$ cat config.mk
export PLATFORM = sky130hd
export DESIGN_NAME = csr_trap_ctrl_flat
export DESIGN_NICKNAME = d
export VERILOG_FILES = /design/src/rtl/csr_trap_ctrl_if.sv /design/src/rtl/csr_trap_ctrl.sv /design/src/flat_wrapper.sv
export SDC_FILE = /design/constraint.sdc
export NUM_CORES = 1
export LEC_CHECK = 0
export BUFFER_PORTS_ARGS = -buffer_cell sky130_fd_sc_hd__buf_4
export CORE_MARGIN = 4
export CORE_UTILIZATION = 47
export CTS_CLUSTER_DIAMETER = 150
export DETAILED_ROUTE_END_ITERATION = 16
export PLACE_DENSITY_LB_ADDON = 0.25
export REMOVE_ABC_BUFFERS = 1
export SYNTH_ARGS = -nofsm -noshare
export SYNTH_HDL_FRONTEND = slang
export SYNTH_SLANG_ARGS = --single-unit
$ cat constraint.sdc
create_clock -name clk -period 4.2 [get_ports clk]
set_input_delay 0.84 -clock clk [delete_from_list [all_inputs] [get_ports clk]]
set_output_delay 0.84 -clock clk [all_outputs]
set_load 0.02 [all_outputs]
$ cat src/rtl/csr_trap_ctrl_if.sv
// Pipeline CSR access port and CSR register-file port of the trap controller.
// The controller is the slave of the pipeline side and drives the file side.
interface csr_trap_ctrl_if;
  // pipeline side
  logic        pl_req;
  logic        pl_wr;
  logic [11:0] pl_addr;
  logic [31:0] pl_wdata;
  logic        pl_gnt;
  logic [31:0] pl_rdata;
  // CSR register file side
  logic [11:0] csr_addr;
  logic [31:0] csr_wdata;
  logic        csr_rd;
  logic        csr_wr;
  logic [31:0] csr_rdata;

  modport slave (
    input  pl_req, pl_wr, pl_addr, pl_wdata,
    output pl_gnt, pl_rdata,
    output csr_addr, csr_wdata, csr_rd, csr_wr,
    input  csr_rdata
  );

  modport master (
    output pl_req, pl_wr, pl_addr, pl_wdata,
    input  pl_gnt, pl_rdata,
    input  csr_addr, csr_wdata, csr_rd, csr_wr,
    output csr_rdata
  );
endinterface

$ cat src/rtl/csr_trap_ctrl.sv
// Machine-mode CSR port arbiter plus interrupt-entry / mret sequencer.
// IDLE hands the single CSR port to the pipeline; trap and mret sequences
// own the port one access per cycle and end with a flush + redirect.
module csr_trap_ctrl #(
  parameter logic [31:0] MTVEC_BASE = 32'h0000_0100,
  parameter logic [31:0] CAUSE_EXT  = 32'h8000_000B,
  parameter logic [31:0] CAUSE_TMR  = 32'h8000_0007
) (
  input  logic                clk,
  input  logic                rst,
  csr_trap_ctrl_if.slave      bus,
  input  logic                i_ext_irq,
  input  logic                i_timer_irq,
  input  logic                i_mret,
  input  logic [31:0]         i_pc,
  output logic                o_busy,
  output logic                o_flush,
  output logic                o_redirect,
  output logic [31:0]         o_redirect_pc,
  output logic [31:0]         o_trap_cause
);

  localparam logic [11:0] A_MSTATUS = 12'h300;
  localparam logic [11:0] A_MIE     = 12'h304;
  localparam logic [11:0] A_MEPC    = 12'h341;
  localparam logic [11:0] A_MIP     = 12'h344;

  typedef enum logic [3:0] {
    S_IDLE, S_CHK_ST, S_CHK_IE, S_WR_EPC, S_WR_ST, S_WR_IP, S_REDIR,
    S_M_RD_ST, S_M_WR_ST, S_M_RD_EPC
  } state_t;

  state_t      r_state, w_next;
  logic [31:0] r_epc, r_st, r_cause, r_redirect_pc;
  logic        r_irq_ext, r_irq_tmr, r_take_ext, r_masked;
  logic        r_ext_prev, r_tmr_prev;

  logic        w_gnt, w_start, w_take, w_rise, w_clr_mask;
  logic        w_busy, w_flush, w_redirect;
  logic [11:0] w_csr_addr;
  logic [31:0] w_csr_wdata, w_pl_rdata;
  logic        w_csr_rd, w_csr_wr;

  // mret beats the pipeline, the pipeline beats a new interrupt
  assign w_gnt   = (r_state == S_IDLE) & bus.pl_req & ~i_mret;
  assign w_start = (r_state == S_IDLE) & (i_ext_irq | i_timer_irq) & ~r_masked
                   & ~i_mret & ~bus.pl_req;
  // only meaningful in CHK_IE, where csr_rdata carries mie
  assign w_take  = r_st[3] & ((r_irq_ext & bus.csr_rdata[11]) |
                              (r_irq_tmr & bus.csr_rdata[7]));
  assign w_rise  = (i_ext_irq & ~r_ext_prev) | (i_timer_irq & ~r_tmr_prev);
  // software touching mstatus/mie may have made a pending irq takeable
  assign w_clr_mask = w_rise |
                      (w_gnt & bus.pl_wr & ((bus.pl_addr == A_MSTATUS) | (bus.pl_addr == A_MIE)));

  // next state and all port-level outputs
  always_comb begin
    w_next      = r_state;
    w_csr_addr  = '0;
    w_csr_wdata = '0;
    w_csr_rd    = 1'b0;
    w_csr_wr    = 1'b0;
    w_pl_rdata  = '0;
    w_busy      = 1'b1;
    w_flush     = 1'b0;
    w_redirect  = 1'b0;
    case (r_state)
      S_IDLE: begin
        w_busy = 1'b0;
        if (i_mret) begin
          w_next = S_M_RD_ST;
        end else if (bus.pl_req) begin
          w_csr_addr  = bus.pl_addr;
          w_csr_wdata = bus.pl_wdata;
          w_csr_rd    = ~bus.pl_wr;
          w_csr_wr    = bus.pl_wr;
          w_pl_rdata  = bus.csr_rdata;
        end else if (w_start) begin
          w_next = S_CHK_ST;
        end
      end
      S_CHK_ST: begin
        w_csr_addr = A_MSTATUS;
        w_csr_rd   = 1'b1;
        w_next     = S_CHK_IE;
      end
      S_CHK_IE: begin
        w_csr_addr = A_MIE;
        w_csr_rd   = 1'b1;
        w_next     = w_take ? S_WR_EPC : S_IDLE;
      end
      S_WR_EPC: begin
        w_csr_addr  = A_MEPC;
        w_csr_wdata = r_epc;
        w_csr_wr    = 1'b1;
        w_next      = S_WR_ST;
      end
      S_WR_ST: begin
        // MPIE <= MIE, MIE <= 0
        w_csr_addr  = A_MSTATUS;
        w_csr_wdata = {r_st[31:8], r_st[3], r_st[6:4], 1'b0, r_st[2:0]};
        w_csr_wr    = 1'b1;
        w_next      = S_WR_IP;
      end
      S_WR_IP: begin
        w_csr_addr  = A_MIP;
        w_csr_rd    = 1'b1;
        w_csr_wr    = 1'b1;
        w_csr_wdata = bus.csr_rdata | (r_take_ext ? 32'h0000_0800 : 32'h0000_0080);
        w_next      = S_REDIR;
      end
      S_REDIR: begin
        w_flush    = 1'b1;
        w_redirect = 1'b1;
        w_next     = S_IDLE;
      end
      S_M_RD_ST: begin
        w_csr_addr = A_MSTATUS;
        w_csr_rd   = 1'b1;
        w_next     = S_M_WR_ST;
      end
      S_M_WR_ST: begin
        // MIE <= MPIE, MPIE <= 1
        w_csr_addr  = A_MSTATUS;
        w_csr_wdata = {r_st[31:8], 1'b1, r_st[6:4], r_st[7], r_st[2:0]};
        w_csr_wr    = 1'b1;
        w_next      = S_M_RD_EPC;
      end
      S_M_RD_EPC: begin
        w_csr_addr = A_MEPC;
        w_csr_rd   = 1'b1;
        w_next     = S_REDIR;
      end
      default: w_next = S_IDLE;
    endcase
  end

  // state register plus the values each sequence step latches
  always_ff @(posedge clk or posedge rst) begin
    if (rst) begin
      r_state       <= S_IDLE;
      r_epc         <= '0;
      r_st          <= '0;
      r_cause       <= '0;
      r_redirect_pc <= '0;
      r_irq_ext     <= 1'b0;
      r_irq_tmr     <= 1'b0;
      r_take_ext    <= 1'b0;
      r_masked      <= 1'b0;
      r_ext_prev    <= 1'b0;
      r_tmr_prev    <= 1'b0;
    end else begin
      r_state    <= w_next;
      r_ext_prev <= i_ext_irq;
      r_tmr_prev <= i_timer_irq;
      case (r_state)
        S_IDLE: if (w_start) begin
          r_epc     <= i_pc;
          r_irq_ext <= i_ext_irq;
          r_irq_tmr <= i_timer_irq;
        end
        S_CHK_ST:   r_st <= bus.csr_rdata;
        S_CHK_IE: begin
          r_take_ext <= r_irq_ext & bus.csr_rdata[11];
          if (!w_take) r_masked <= 1'b1;
        end
        S_WR_IP: begin
          r_cause       <= r_take_ext ? CAUSE_EXT : CAUSE_TMR;
          r_redirect_pc <= MTVEC_BASE;
        end
        S_REDIR:    r_masked <= 1'b0;
        S_M_RD_ST:  r_st <= bus.csr_rdata;
        S_M_RD_EPC: r_redirect_pc <= bus.csr_rdata;
        default: ;
      endcase
      // a fresh edge or a config write re-arms polling even mid-check
      if (w_clr_mask) r_masked <= 1'b0;
    end
  end

  assign bus.pl_gnt    = w_gnt;
  assign bus.pl_rdata  = w_pl_rdata;
  assign bus.csr_addr  = w_csr_addr;
  assign bus.csr_wdata = w_csr_wdata;
  assign bus.csr_rd    = w_csr_rd;
  assign bus.csr_wr    = w_csr_wr;
  assign o_busy        = w_busy;
  assign o_flush       = w_flush;
  assign o_redirect    = w_redirect;
  assign o_redirect_pc = r_redirect_pc;
  assign o_trap_cause  = r_cause;

endmodule

$ cat src/flat_wrapper.sv
// flat-port wrapper written by rule: the top's interface ports become plain ports
module csr_trap_ctrl_flat 
#(
  parameter logic [31:0] MTVEC_BASE = 32'h0000_0100,
  parameter logic [31:0] CAUSE_EXT  = 32'h8000_000B,
  parameter logic [31:0] CAUSE_TMR  = 32'h8000_0007
)
  (clk, rst, i_ext_irq, i_timer_irq, i_mret, i_pc, o_busy, o_flush, o_redirect, o_redirect_pc, o_trap_cause, bus_pl_req, bus_pl_wr, bus_pl_addr, bus_pl_wdata, bus_pl_gnt, bus_pl_rdata, bus_csr_addr, bus_csr_wdata, bus_csr_rd, bus_csr_wr, bus_csr_rdata);
  csr_trap_ctrl_if bus_i ();
  input  logic clk;
  input  logic rst;
  input  logic i_ext_irq;
  input  logic i_timer_irq;
  input  logic i_mret;
  input  logic [31:0] i_pc;
  output logic o_busy;
  output logic o_flush;
  output logic o_redirect;
  output logic [31:0] o_redirect_pc;
  output logic [31:0] o_trap_cause;
  input wire logic [$bits(bus_i.pl_req)-1:0] bus_pl_req;
  input wire logic [$bits(bus_i.pl_wr)-1:0] bus_pl_wr;
  input wire logic [$bits(bus_i.pl_addr)-1:0] bus_pl_addr;
  input wire logic [$bits(bus_i.pl_wdata)-1:0] bus_pl_wdata;
  output wire logic [$bits(bus_i.pl_gnt)-1:0] bus_pl_gnt;
  output wire logic [$bits(bus_i.pl_rdata)-1:0] bus_pl_rdata;
  output wire logic [$bits(bus_i.csr_addr)-1:0] bus_csr_addr;
  output wire logic [$bits(bus_i.csr_wdata)-1:0] bus_csr_wdata;
  output wire logic [$bits(bus_i.csr_rd)-1:0] bus_csr_rd;
  output wire logic [$bits(bus_i.csr_wr)-1:0] bus_csr_wr;
  input wire logic [$bits(bus_i.csr_rdata)-1:0] bus_csr_rdata;
  assign bus_i.pl_req = bus_pl_req;
  assign bus_i.pl_wr = bus_pl_wr;
  assign bus_i.pl_addr = bus_pl_addr;
  assign bus_i.pl_wdata = bus_pl_wdata;
  assign bus_pl_gnt = bus_i.pl_gnt;
  assign bus_pl_rdata = bus_i.pl_rdata;
  assign bus_csr_addr = bus_i.csr_addr;
  assign bus_csr_wdata = bus_i.csr_wdata;
  assign bus_csr_rd = bus_i.csr_rd;
  assign bus_csr_wr = bus_i.csr_wr;
  assign bus_i.csr_rdata = bus_csr_rdata;
  csr_trap_ctrl #(.MTVEC_BASE(MTVEC_BASE), .CAUSE_EXT(CAUSE_EXT), .CAUSE_TMR(CAUSE_TMR)) u_core (.clk(clk), .rst(rst), .bus(bus_i), .i_ext_irq(i_ext_irq), .i_timer_irq(i_timer_irq), .i_mret(i_mret), .i_pc(i_pc), .o_busy(o_busy), .o_flush(o_flush), .o_redirect(o_redirect), .o_redirect_pc(o_redirect_pc), .o_trap_cause(o_trap_cause));
endmodule
Word level (Yosys, flattened, before mapping)
Index checks and enable logic that the tools add are counted.
{"block": "word_totals", "reg_bits": 138, "romBits": 0, "in_bits": 115, "latchBits": 0, "n_memories": 0, "ram_bits": 0, "wordCells": 90}
{"block": "op_classes", "n_reduce_logical": 12, "bitwise": 25, "order_cmp": 0, "eq_ne": 14, "mul": 0, "mux": 28, "shift": 0, "n_addsub": 0, "n_div": 0}
{"op": "$mux W32", "count": 5}
{"op": "$pmux W32 S5", "count": 1}
{"op": "$pmux W32 S2", "count": 1}
{"op": "$pmux W12 S5", "count": 1}
{"op": "$mux W12", "count": 3}
{"op": "$or A32 B32 Y32", "count": 1}
{"op": "$pmux W4 S8", "count": 1}
{"op": "$eq A12 B10 Y1 const B", "count": 2}
{"op": "$eq A4 B3 Y1 const B", "count": 4}
{"op": "$mux W4", "count": 4}
{"op": "$and A1 B1 Y1", "count": 13}
{"op": "$eq A4 B2 Y1 const B", "count": 2}
{"op": "$eq A4 B4 Y1 const B", "count": 2}
{"op": "$mux W1", "count": 8}
{"op": "$reduce_or A4 Y1", "count": 2}
{"op": "$ne A3 B3 Y1 const B", "count": 2}
{"op": "$not A1 Y1", "count": 6}
{"op": "$pmux W1 S2", "count": 3}
{"op": "$reduce_and A2 Y1", "count": 3}
{"op": "$reduce_or A2 Y1", "count": 3}
{"op": "$or A1 B1 Y1", "count": 5}
{"op": "$reduce_or A5 Y1", "count": 1}
{"op": "$eq A4 B1 Y1 const B", "count": 1}
{"op": "$logic_not A4 Y1", "count": 1}
{"op": "4 further kinds", "count": 4}

Logic depth before layout (Yosys ltp)
Gate-level depths: netlist (run 1).
{"block": "logic_depth", "ltp_word": 9, "mapped_depth": 8, "depth_no_buf": 4}

Worst setup path before layout (run 1)
No wires, ideal clock.
{"block": "synth_timing", "path_type": "register to output", "from": "register u_core.r_state[3]", "to": "output bus_csr_wdata[12]", "setup_slack_ns": 1.366, "t_arrival_ns": 1.994, "stages_incl_launch_ff": 9, "cell_sequence": "dfrtp_1 buf_6 or4_1 buf_2 nor3b_4 buf_4 buf_4 nand2_1 nand2_1"}
{"block": "synth_via", "elab_chain_cells": 2, "word_cells_on_any_way": 6}
{"element": "start: declaration", "line": "csr_trap_ctrl.sv:33", "text": "state_t r_state, w_next;"}
{"element": "start signal: assignment", "line": "csr_trap_ctrl.sv:153", "text": "r_state <= w_next;"}
{"element": "$eq A4 B4 Y1, or another cell as far along", "line": "csr_trap_ctrl.sv:67", "text": "case (r_state)"}
{"element": "$pmux W32 S5 (*)", "line": "csr_trap_ctrl.sv:67"}
{"element": "end: declaration", "line": "flat_wrapper.sv:28", "text": "output wire logic [$bits(bus_i.csr_wdata)-1:0] bus_csr_wdata;"}
Mark *: on every way between the ends. The rest lies on a longest branch, timed or not.

Final worst setup path (run 1)
{"block": "layout_timing", "from": "register u_core.r_state[3]", "to": "output bus_csr_wdata[19]"}
The elaborated chain is that of the path after synthesis.

==> metrics, run 1 <==
status=finished clean; power share of the clock group=0.161; minimum clock period=3.82 ns; sw frac=0.400; Post-synth EDFFs=0; Post-synth ARST share=1.00; Area growth, synth to finish=35.8%; Final Net Count=885; Clk Tree Root Cell=clkbuf_16; DP HPWL=11600 µm; antenna violations before repair=0; Die X=117 µm; vias in the first global route=4860; Post-Route WL=16200 µm; Final Skew=0.0103 ns; Tot Pwr=5.20 mW; Net Sw Power=2.08 mW; reg2reg setup slack=1.69 ns; Area contributors post-synth=dfrtp_1 49%, mux2_2 11%, nand2_1 9.4%; hold path start=u_core.r_epc[1]; drt wl/cell=17.6 µm; Skew-Pair Late Insertion Delay=0.34 ns; share of cells above drive strength 1=0.418; Synth cell types=42; row cnt=39; crit-path most repeated cell=buf_4; leakage power=3.76 nW; number of CTS-inserted buffers=9; Worst Max-Slew Pin Slew=1.27 ns; sequential-to-total area share from yosys stat=0.488; Yosys reg bits=109; worst setup path start=u_core.r_state[3]; syn_area_per_cell=10.0 µm²; CTS tree=yes; Main synth FF type=dfrtp_1; Slew HR=0.147; Clock transition at path regs=0.07 ns; element type at the critical path start=flip-flop; Setup-failing EPs final=0; Yosys warning total=0; critical path fanouts, max=17; clk sinks=109; total track usage=0.228; Initial Util=0.486; Crit Path Category=flip-flop to output pin; share of the synthesized area in the top cell type=0.488; antenna viol nets, final=0; Syn Inst Count=559; Hold WC Path Type=flip-flop to flip-flop; Buf+Inv Stages, Crit Path=2; post-route DRC violation count=0; worst r2r src=u_core.r_state[3]; VDD IR max=0.395 mV; vias per cell=5.41; # diodes=0; post-CTS setup buffer count=0; GRT overflow=0; CP Capture Type=output pin; CTS Hold Bufs=0; post-cts repair resize count=0; WP data required=3.36 ns; I/O pins=261; post-route setup TNS=0 ns; slowest stage delay, CP=0.98 ns; Final Cycle Share=0.909; die area=13700 µm²; largest net degree at the start of global routing=81; setup slack after placement=0.790 ns; family with the most delay on the worst path=simple AND/OR/NAND/NOR gates; via count=4970; largest area contributor in the netlist=dfrtp_1; highest clock rate=262 MHz; CP max-delay cell=nor3_2; most common cell after layout, fill and taps aside=buf_4; RSZ-0062 raised after global routing=no; final slew viol count=0; Critical Path AT=2.98 ns; Max Buffers Root-to-Sink=2; IO Port Bufs=233; Pwr Density=685 nW/µm²; most frequent cells in the layout=245 x buf_4, 140 x nand2_1, 109 x dfrtp_1, 57 x mux2_2, 40 x and2_1; Comb power frac=0.500; synthesized area=5590 µm²; Die H=117 µm; H-Tree Depth=3; GP Congestion=0.876; Int Power=3.12 mW; area of the core=11500 µm²; first-pass GRT wire length=24600 µm; drt first-iter violations=505; Final Hold Vio Count=0; Worst Setup Slack, final=0.380 ns; Seq pwr share=0.339; CP cell instances=xnor2_1 > nor3_2 > buf_4 > a222oi_1 > nand2_1 > buf_4; max-cap violation count=0; first-pass iteration count of the detailed router=7
==> layout make-up <==
| type | instances | area (µm²) |
|---|---|---|
| clock inverters | 6 | 63.8 |
| fillers | 929 | 3920 |
| repair buffers | 245 | 1840 |
| flip-flops and latches | 109 | 2730 |
| inverters | 4 | 17.5 |
| multi-input cells | 401 | 2540 |
| well taps | 143 | 179 |
| clock buffers | 10 | 229 |
==> power groups by stage <==
| stage | clock network (mW) | logic [mW] | registers, mW |
|---|---|---|---|
| floorplan | 0 | 1.53 | 1.76 |
| global placement | 0 | 2.54 | 1.75 |
| CTS | 0.855 | 2.62 | 1.76 |
| global route | 0.894 | 2.81 | 1.82 |
| detailed placement | 0 | 2.62 | 1.77 |
| finish | 0.838 | 2.60 | 1.76 |
==> worst reg2reg max path, cell delays in order (launching register included) <==
cell and delay, ns:
dfrtp_1 0.56, or4_1 0.74, nor3b_4 0.21, buf_4 0.47, mux2_2 0.41
==> metal layers <==
metal,vias up,global-route usage,part of all wire
li1,2307,-,-
met1,2398,0.293,0.39
met2,255,0.394,0.50
met3,10,0.0550,0.10
met4,0,0.0520,0.0072
met5,-,0,0
==> cells by family (layout without fill, tap and decap cells) <==
group	Yosys count	after routing	share of synthesized area
muxes	66	66	0.133
DFF	109	109	0.488
xor gates and xnor gates	2	2	0.00313
other	1	27	0.000670
and+or+nand+nor	214	214	0.178
buffers and inverters	75	265	0.0790
AOI/OAI and AO/OA	92	92	0.119
==> metrics by stage <==
stage | util | instances | area (µm²) | hold slack (ns)
finish | 0.659 | 918 | 7590 | 0.492
global route | 0.659 | 918 | 7590 | 0.517
CTS | 0.659 | 918 | 7590 | 0.491
detailed placement | 0.634 | 902 | 7300 | 0.475
global placement | 0.634 | 902 | 7300 | 0.469
floorplan | - | 514 | 5270 | 0.458
==> synthesized netlist by cell type (2+ instances only) <==
master and number:
a221o_1 2, o21ai_0 39, a311oi_1 2, o22ai_1 2
nor3b_4 2, a222oi_1 29, mux2_1 9, o21a_1 2
and2_1 39, buf_6 4, buf_2 8, clkbuf_1 27
or4_1 3, dfrtp_1 109, nand2b_1 2, nor2b_1 6
a21o_1 2, a21oi_1 5, mux2_2 57, buf_4 32
nand2_1 140, xnor2_1 2, nor2_1 7, inv_1 4
nor3_1 8
==> final timing paths <==
path	endpoint	cells past startpoint
max	bus_csr_wdata[19]	6
min	u_core.r_epc[1]	1
max reg2reg	u_core.r_epc[14]	4
min reg2reg	u_core.r_epc[1]	1
max in group asynchronous	u_core.o_redirect_pc[20]	3
min in group asynchronous	u_core.r_epc[13]	2
==> flip-flops by register name (all words and copies together), names as in the netlist <==
signal	flops
u_core.r_st	32
u_core.r_masked	1
u_core.r_ext_prev	1
u_core.o_trap_cause	3
u_core.r_take_ext	1
u_core.r_epc	32
u_core.r_tmr_prev	1
u_core.r_state	4
u_core.r_irq_tmr	1
u_core.o_redirect_pc	32
u_core.r_irq_ext	1
Power figures use the tool's default switching activity.
==> inputs of run 2 (changes only) <==
ABC_AREA = 1   (was default)
==> metrics, run 2 <==
I/O pins=261 (unchanged); Clk Tree Root Cell=clkbuf_16 (unchanged); R2R Path End=u_core.o_redirect_pc[16] (was u_core.r_epc[14]); Yosys reg bits=109 (unchanged); RSZ-0062 raised after global routing=no (unchanged); Comb power frac=0.492 (was 0.500); Synth cell types=27 (was 42); CP Capture Type=output pin (unchanged); post-cts repair resize count=0 (unchanged); drt wl/cell=15.4 µm (was 17.6 µm); Die X=117 µm (about the same); Post-synth ARST share=1.00 (unchanged); leakage power=4.11 nW (was 3.76 nW); post-CTS setup buffer count=0 (unchanged); reg2reg setup slack=1.89 ns (was 1.69 ns); worst r2r src=u_core.r_state[0] (was u_core.r_state[3]); total track usage=0.239 (was 0.228); slowest stage delay, CP=0.58 ns (was 0.98 ns); syn_area_per_cell=7.73 µm² (was 10.0 µm²); synthesized area=5540 µm² (was 5590 µm²); Worst Max-Slew Pin Slew=0.942 ns (was 1.27 ns); Main synth FF type=dfrtp_1 (unchanged); share of the synthesized area in the top cell type=0.492 (was 0.488); critical path fanouts, max=21 (was 17); sequential-to-total area share from yosys stat=0.492 (was 0.488); area of the core=11500 µm² (about the same); filler instances=1011 (was 929); most frequent cells in the layout=244 x buf_4, 222 x nand2_1, 109 x dfrtp_1, 88 x o21ai_0, 87 x inv_1 (was 245 x buf_4, 140 x nand2_1, 109 x dfrtp_1, 57 x mux2_2, 40 x and2_1); GRT overflow=0 (unchanged); Syn Inst Count=717 (was 559); largest net degree at the start of global routing=79 (was 81); Pwr Density=707 nW/µm² (was 685 nW/µm²); CP max-delay cell=nand2_1 (was nor3_2); GR Layer Usage met2=0.410 (was 0.394); number of CTS-inserted buffers=9 (unchanged); WP depth=8 (was 6); largest area contributor in the netlist=dfrtp_1 (unchanged); M1 GR Usage=0.304 (was 0.293); post-synthesis simple-gate area fraction=0.219 (was 0.178); Hold WC Path Type=flip-flop to flip-flop (unchanged); worst hold slack=0.488 ns (was 0.492 ns); H-Tree Depth=3 (unchanged); minimum clock period=3.37 ns (was 3.82 ns); most common cell after layout, fill and taps aside=buf_4 (unchanged); sw frac=0.427 (was 0.400); Die H=117 µm (about the same); Clock transition at path regs=0.07 ns (about the same); largest family of logic cells by synthesized area=simple AND/OR/NAND/NOR gates (unchanged); first-pass iteration count of the detailed router=5 (was 7); first-pass GRT wire length=25300 µm (was 24600 µm); CTS tree=yes (unchanged); Yosys warning total=0 (unchanged); mux contribution to synthesized area=0 (was 0.133); Max Buffers Root-to-Sink=2 (unchanged); max-cap violation count=0 (unchanged); Seq pwr share=0.334 (was 0.339); post-route DRC violation count=0 (unchanged); most frequent cell after synthesis=nand2_1 (unchanged); Final Skew=0.00721 ns (was 0.0103 ns); GRT Max-Usage Layer=met2 (unchanged); final slew viol count=0 (unchanged); antenna viol nets, final=0 (unchanged); Skew-Pair Late Insertion Delay=0.35 ns (was 0.34 ns); row cnt=39 (unchanged); Critical Path AT=2.53 ns (was 2.98 ns); vias in the first global route=5078 (was 4860); GR Layer Usage met3=0.0570 (was 0.0550); CTS Hold Bufs=0 (unchanged); CP endpoint=bus_csr_wdata[1] (was bus_csr_wdata[19]); drt first-iter violations=335 (was 505); r2r worst-path depth=7 (was 4); die area=13600 µm² (was 13700 µm²); Buf+Inv Stages, Crit Path=3 (was 2); Area contributors post-synth=dfrtp_1 49%, nand2_1 15%, o21ai_0 7.9% (was dfrtp_1 49%, mux2_2 11%, nand2_1 9.4%); Initial Util=0.483 (was 0.486); share of cells above drive strength 1=0.290 (was 0.418); Post-synth top cells=222 x nand2_1, 109 x dfrtp_1, 88 x inv_1, 88 x o21ai_0, 65 x nor2_1 (was 140 x nand2_1, 109 x dfrtp_1, 57 x mux2_2); family with the most delay on the worst path=simple AND/OR/NAND/NOR gates (unchanged); clk sinks=109 (unchanged); DP HPWL=11900 µm (was 11600 µm); fin cells=1078 (was 918); antenna violations before repair=0 (unchanged); WP data required=3.36 ns (about the same); GP Congestion=0.909 (was 0.876); adder-cell share of the synthesized area=0 (unchanged); CP cell instances=inv_1 > nor2_1 > nand2_1 > buf_4 > o22ai_1 > a21oi_1 > nand2_1 > buf_4 (was xnor2_1 > nor3_2 > buf_4 > a222oi_1 > nand2_1 > buf_4); post-layout utilization of the core=0.661 (was 0.659); Final Hold Vio Count=0 (unchanged); worst setup path start=u_core.r_state[0] (was u_core.r_state[3]); Net Sw Power=2.29 mW (was 2.08 mW); element type at the critical path start=flip-flop (unchanged); Post-synth EDFFs=0 (unchanged); IO Port Bufs=233 (unchanged); Post-Route WL=16600 µm (was 16200 µm); # diodes=0 (unchanged); # placed instances=1062 (was 902); VDD IR max=0.671 mV (was 0.395 mV); via count=5388 (was 4970); Crit Path Category=flip-flop to output pin (unchanged); setup slack after placement=1.04 ns (was 0.790 ns); Setup-failing EPs final=0 (unchanged); Int Power=3.07 mW (was 3.12 mW); Slew HR=0.372 (was 0.147); Compound-Gate Fraction of Synth Area=0.153 (was 0.119); power share of the clock group=0.174 (was 0.161); Final Net Count=1045 (was 885); Worst Setup Slack, final=0.829 ns (was 0.380 ns); highest clock rate=297 MHz (was 262 MHz); Final Cycle Share=0.803 (was 0.909); Area growth, synth to finish=36.9% (was 35.8%); vias per cell=5.00 (was 5.41); Synth Area in XOR/XNOR=0 (was 0.00313); status=finished clean (unchanged)
-- run 2: routing by layer --
metal / wire, µm / vias to the layer above
li1: - / 2639
met1: 6560 / 2508
met2: 8190 / 222
met3: 1560 / 19
met4: 240 / 0
met5: 0 / -
-- run 2: how the worst min path moves through the flow --
stage | startpoint | to | cells after the start
after CTS | u_core.r_epc[18] | u_core.r_epc[18] | 2
final | u_core.r_epc[18] | u_core.r_epc[18] | 2
after detailed placement | u_core.r_epc[18] | u_core.r_epc[18] | 2
after global routing | u_core.o_redirect_pc[1] | u_core.o_redirect_pc[1] | 2
after floorplan | u_core.r_masked | u_core.r_masked | 2
after global placement | u_core.r_st[18] | u_core.r_st[18] | 2
-- run 2: logic make-up after synthesis --
group / after synthesis
buf+inv: 157
simple gates: 308
flops: 109
other cells: 1
compound gates: 142
-- run 2: per-stage QoR --
stage | total power [mW] | cell area, µm² | TNS, ns
2_1_floorplan | 3.30 | 5230 | -16.92
3_3_place_gp | 4.39 | 7260 | 0
3_5_place_dp | 4.45 | 7260 | 0
4_1_cts | 5.39 | 7580 | 0
5_1_grt | 5.72 | 7580 | 0
6_report | 5.36 | 7580 | 0
-- run 2: layout make-up --
class,instances,area (µm²),area share
Clock buffer,11,243,0.0320
Clock inverter,5,82.6,0.0109
Inverter,89,337,0.0444
Multi-Input combinational cell,477,2180,0.288
Sequential cell,109,2730,0.360
Tap cell,143,179,0.0236
Timing Repair Buffer,244,1830,0.242
-- run 2: tightest hold or removal path, delay by kind of cell (launching register included) --
family           cells  cell delay (ns)
AND/OR/NAND/NOR      1             0.05
flip-flops           1             0.35
AO/OA/AOI/OAI        1             0.05
-- run 2: power groups by stage --
| stage | combinational (mW) | sequential (mW) | clock (mW) |
|---|---|---|---|
| floorplan | 1.38 | 1.92 | 0 |
| global placement | 2.61 | 1.78 | 0 |
| detailed placement | 2.66 | 1.79 | 0 |
| CTS | 2.66 | 1.79 | 0.940 |
| global route | 2.89 | 1.85 | 0.980 |
| finish | 2.64 | 1.79 | 0.933 |
==> inputs of run 3 (changes only) <==
clock period = 3.25 ns   (was 4.2 ns; I/O delays follow)
==> metrics, run 3 (synthesized netlist as in run 2, its figures left out) <==
status=finished clean (unchanged); CTS Hold Bufs=0 (unchanged); crit-path most repeated cell=nand2_1; first-pass GRT wire length=25000 µm (was 25300 µm); CP max-delay cell=dfrtp_1 (was nand2_1); slowest stage delay, CP=0.46 ns (was 0.58 ns); Area growth, synth to finish=37.5% (was 36.9%); via count=5356 (was 5388); Final Cycle Share=0.885; Final Hold Vio Count=0 (unchanged); Pwr Density=902 nW/µm² (was 707 nW/µm²); row cnt=39 (unchanged); Max Buffers Root-to-Sink=2 (unchanged); post-route setup TNS=0 ns (unchanged); highest clock rate=348 MHz; largest net degree at the start of global routing=65 (was 79); I/O pins=261 (unchanged); most frequent cells in the layout=243 x buf_4, 222 x nand2_1, 109 x dfrtp_1, 88 x o21ai_0, 87 x inv_1 (was 244 x buf_4, 222 x nand2_1, 109 x dfrtp_1, 88 x o21ai_0, 87 x inv_1); Initial Util=0.483 (unchanged); WP data required=2.60 ns (was 3.36 ns); H-Tree Depth=3 (unchanged); setup slack after placement=0.586 ns (was 1.04 ns); final slew viol count=0 (unchanged); Die X=117 µm (unchanged); Final Net Count=1047 (was 1045); post-cts repair resize count=0 (unchanged); minimum clock period=2.88 ns; first-pass iteration count of the detailed router=6 (was 5); filler instances=1029 (was 1011); most common cell after layout, fill and taps aside=buf_4 (unchanged); # placed instances=1064 (was 1062); post-CTS setup buffer count=0 (unchanged); max-cap violation count=0 (unchanged); number of CTS-inserted buffers=9 (unchanged); drt wl/cell=14.9 µm (was 15.4 µm); Post-Route WL=16100 µm (was 16600 µm); CTS tree=yes (unchanged); VDD IR max=0.448 mV (was 0.671 mV); Crit Path Category=flip-flop to output pin (unchanged); antenna violations before repair=0 (unchanged); leakage power=4.13 nW (was 4.11 nW); GP Congestion=0.857 (was 0.909); antenna viol nets, final=0 (unchanged); GRT overflow=0 (unchanged); drt first-iter violations=338 (was 335); Hold WC Path Type=primary input to async pin (was flip-flop to flip-flop); fin cells=1080 (was 1078); RSZ-0062 raised after global routing=no (unchanged); Die H=117 µm (unchanged); share of cells above drive strength 1=0.292 (was 0.290); die area=13600 µm² (unchanged); Worst Max-Slew Pin Slew=0.785 ns (was 0.942 ns); Tot Pwr=6.87 mW (was 5.36 mW); Worst Setup Slack, final=0.373 ns (was 0.829 ns); post-route DRC violation count=0 (unchanged); CP cell instances=nor2_4 > nand2_1 > nand2_1 > buf_4 > nand2_1 > o2111ai_1 > buf_4 (was inv_1 > nor2_1 > nand2_1 > buf_4 > o22ai_1 > a21oi_1 > nand2_1 > buf_4); Clock transition at path regs=0.07 ns (about the same); area of the core=11500 µm² (unchanged); DP HPWL=11800 µm (was 11900 µm); Critical Path AT=2.23 ns (was 2.53 ns); total track usage=0.234 (was 0.239); # diodes=0 (unchanged); Skew-Pair Late Insertion Delay=0.34 ns (was 0.35 ns); vias in the first global route=5019 (was 5078); IO Port Bufs=233 (unchanged); critical path fanouts, max=12 (was 21); element type at the critical path start=flip-flop (unchanged); Setup-failing EPs final=0 (unchanged); clk sinks=109 (unchanged); Final Skew=0.00956 ns (was 0.00721 ns); Slew HR=0.476 (was 0.372); vias per cell=4.96 (was 5.00); CP Capture Type=output pin (unchanged); Clk Tree Root Cell=clkbuf_16 (unchanged)
## run 3: cell types whose count changed in the layout (fill, tap and decap cells not counted)
cell       previous run  this run
buf_4               244       243
clkbuf_8              1         2
clkinv_2              1         2
bufinv_16             2         1
clkbuf_1              1         0
buf_12                0         3
## run 3: per-layer routing
metal / track usage / wire length [µm]
met4: 0.0849 / 229
met3: 0.0606 / 1540
met5: 0 / 0
met2: 0.378 / 7750
met1: 0.307 / 6620
## run 3: final cells by class
type,instances,area (µm²),share of cell area
tap,143,179,0.0235
inverter,89,337,0.0442
clock inverter,5,57.6,0.00755
clock buffer,11,253,0.0332
multi-input combinational,477,2180,0.286
sequential,109,2730,0.358
timing repair buffer,246,1880,0.247
## run 3: worst paths after layout
kind	from	to	slack, ns	depth (start not counted)
max in group asynchronous	rst	u_core.o_redirect_pc[25]	2.12	3
min in group clk	i_timer_irq	u_core.r_tmr_prev	0.45	1
worst min-delay path	rst	u_core.r_epc[17]	0.39	2
worst min register to register	u_core.o_redirect_pc[27]	u_core.o_redirect_pc[27]	0.49	2
worst max register to register	u_core.r_state[0]	u_core.o_redirect_pc[25]	1.33	8
worst max-delay path	u_core.r_state[0]	bus_csr_wdata[29]	0.37	7
## run 3: worst max-delay path, delay by kind of cell (launching register included)
kind | cells | cell delay [ns]
buffers and inverters | 2 | 0.48
AO/OA/AOI/OAI | 1 | 0.09
flip-flops | 1 | 0.46
AND/OR/NAND/NOR | 4 | 0.84
## run 3: power by group
part / total (mW) / internal [mW] / switching [mW]
registers: 2.32 / 1.97 / 0.355
logic: 3.42 / 1.33 / 2.09
clock network: 1.13 / 0.642 / 0.490
total: 6.87 / 3.94 / 2.93
## run 3: stage by stage
step / cell area (µm²) / util / hold WS, ns
after floorplan: 5230 / - / 0.442
after global placement: 7310 / 0.637 / 0.465
after detailed placement: 7310 / 0.637 / 0.473
after CTS: 7620 / 0.664 / 0.407
after global routing: 7620 / 0.664 / 0.432
final: 7620 / 0.664 / 0.389
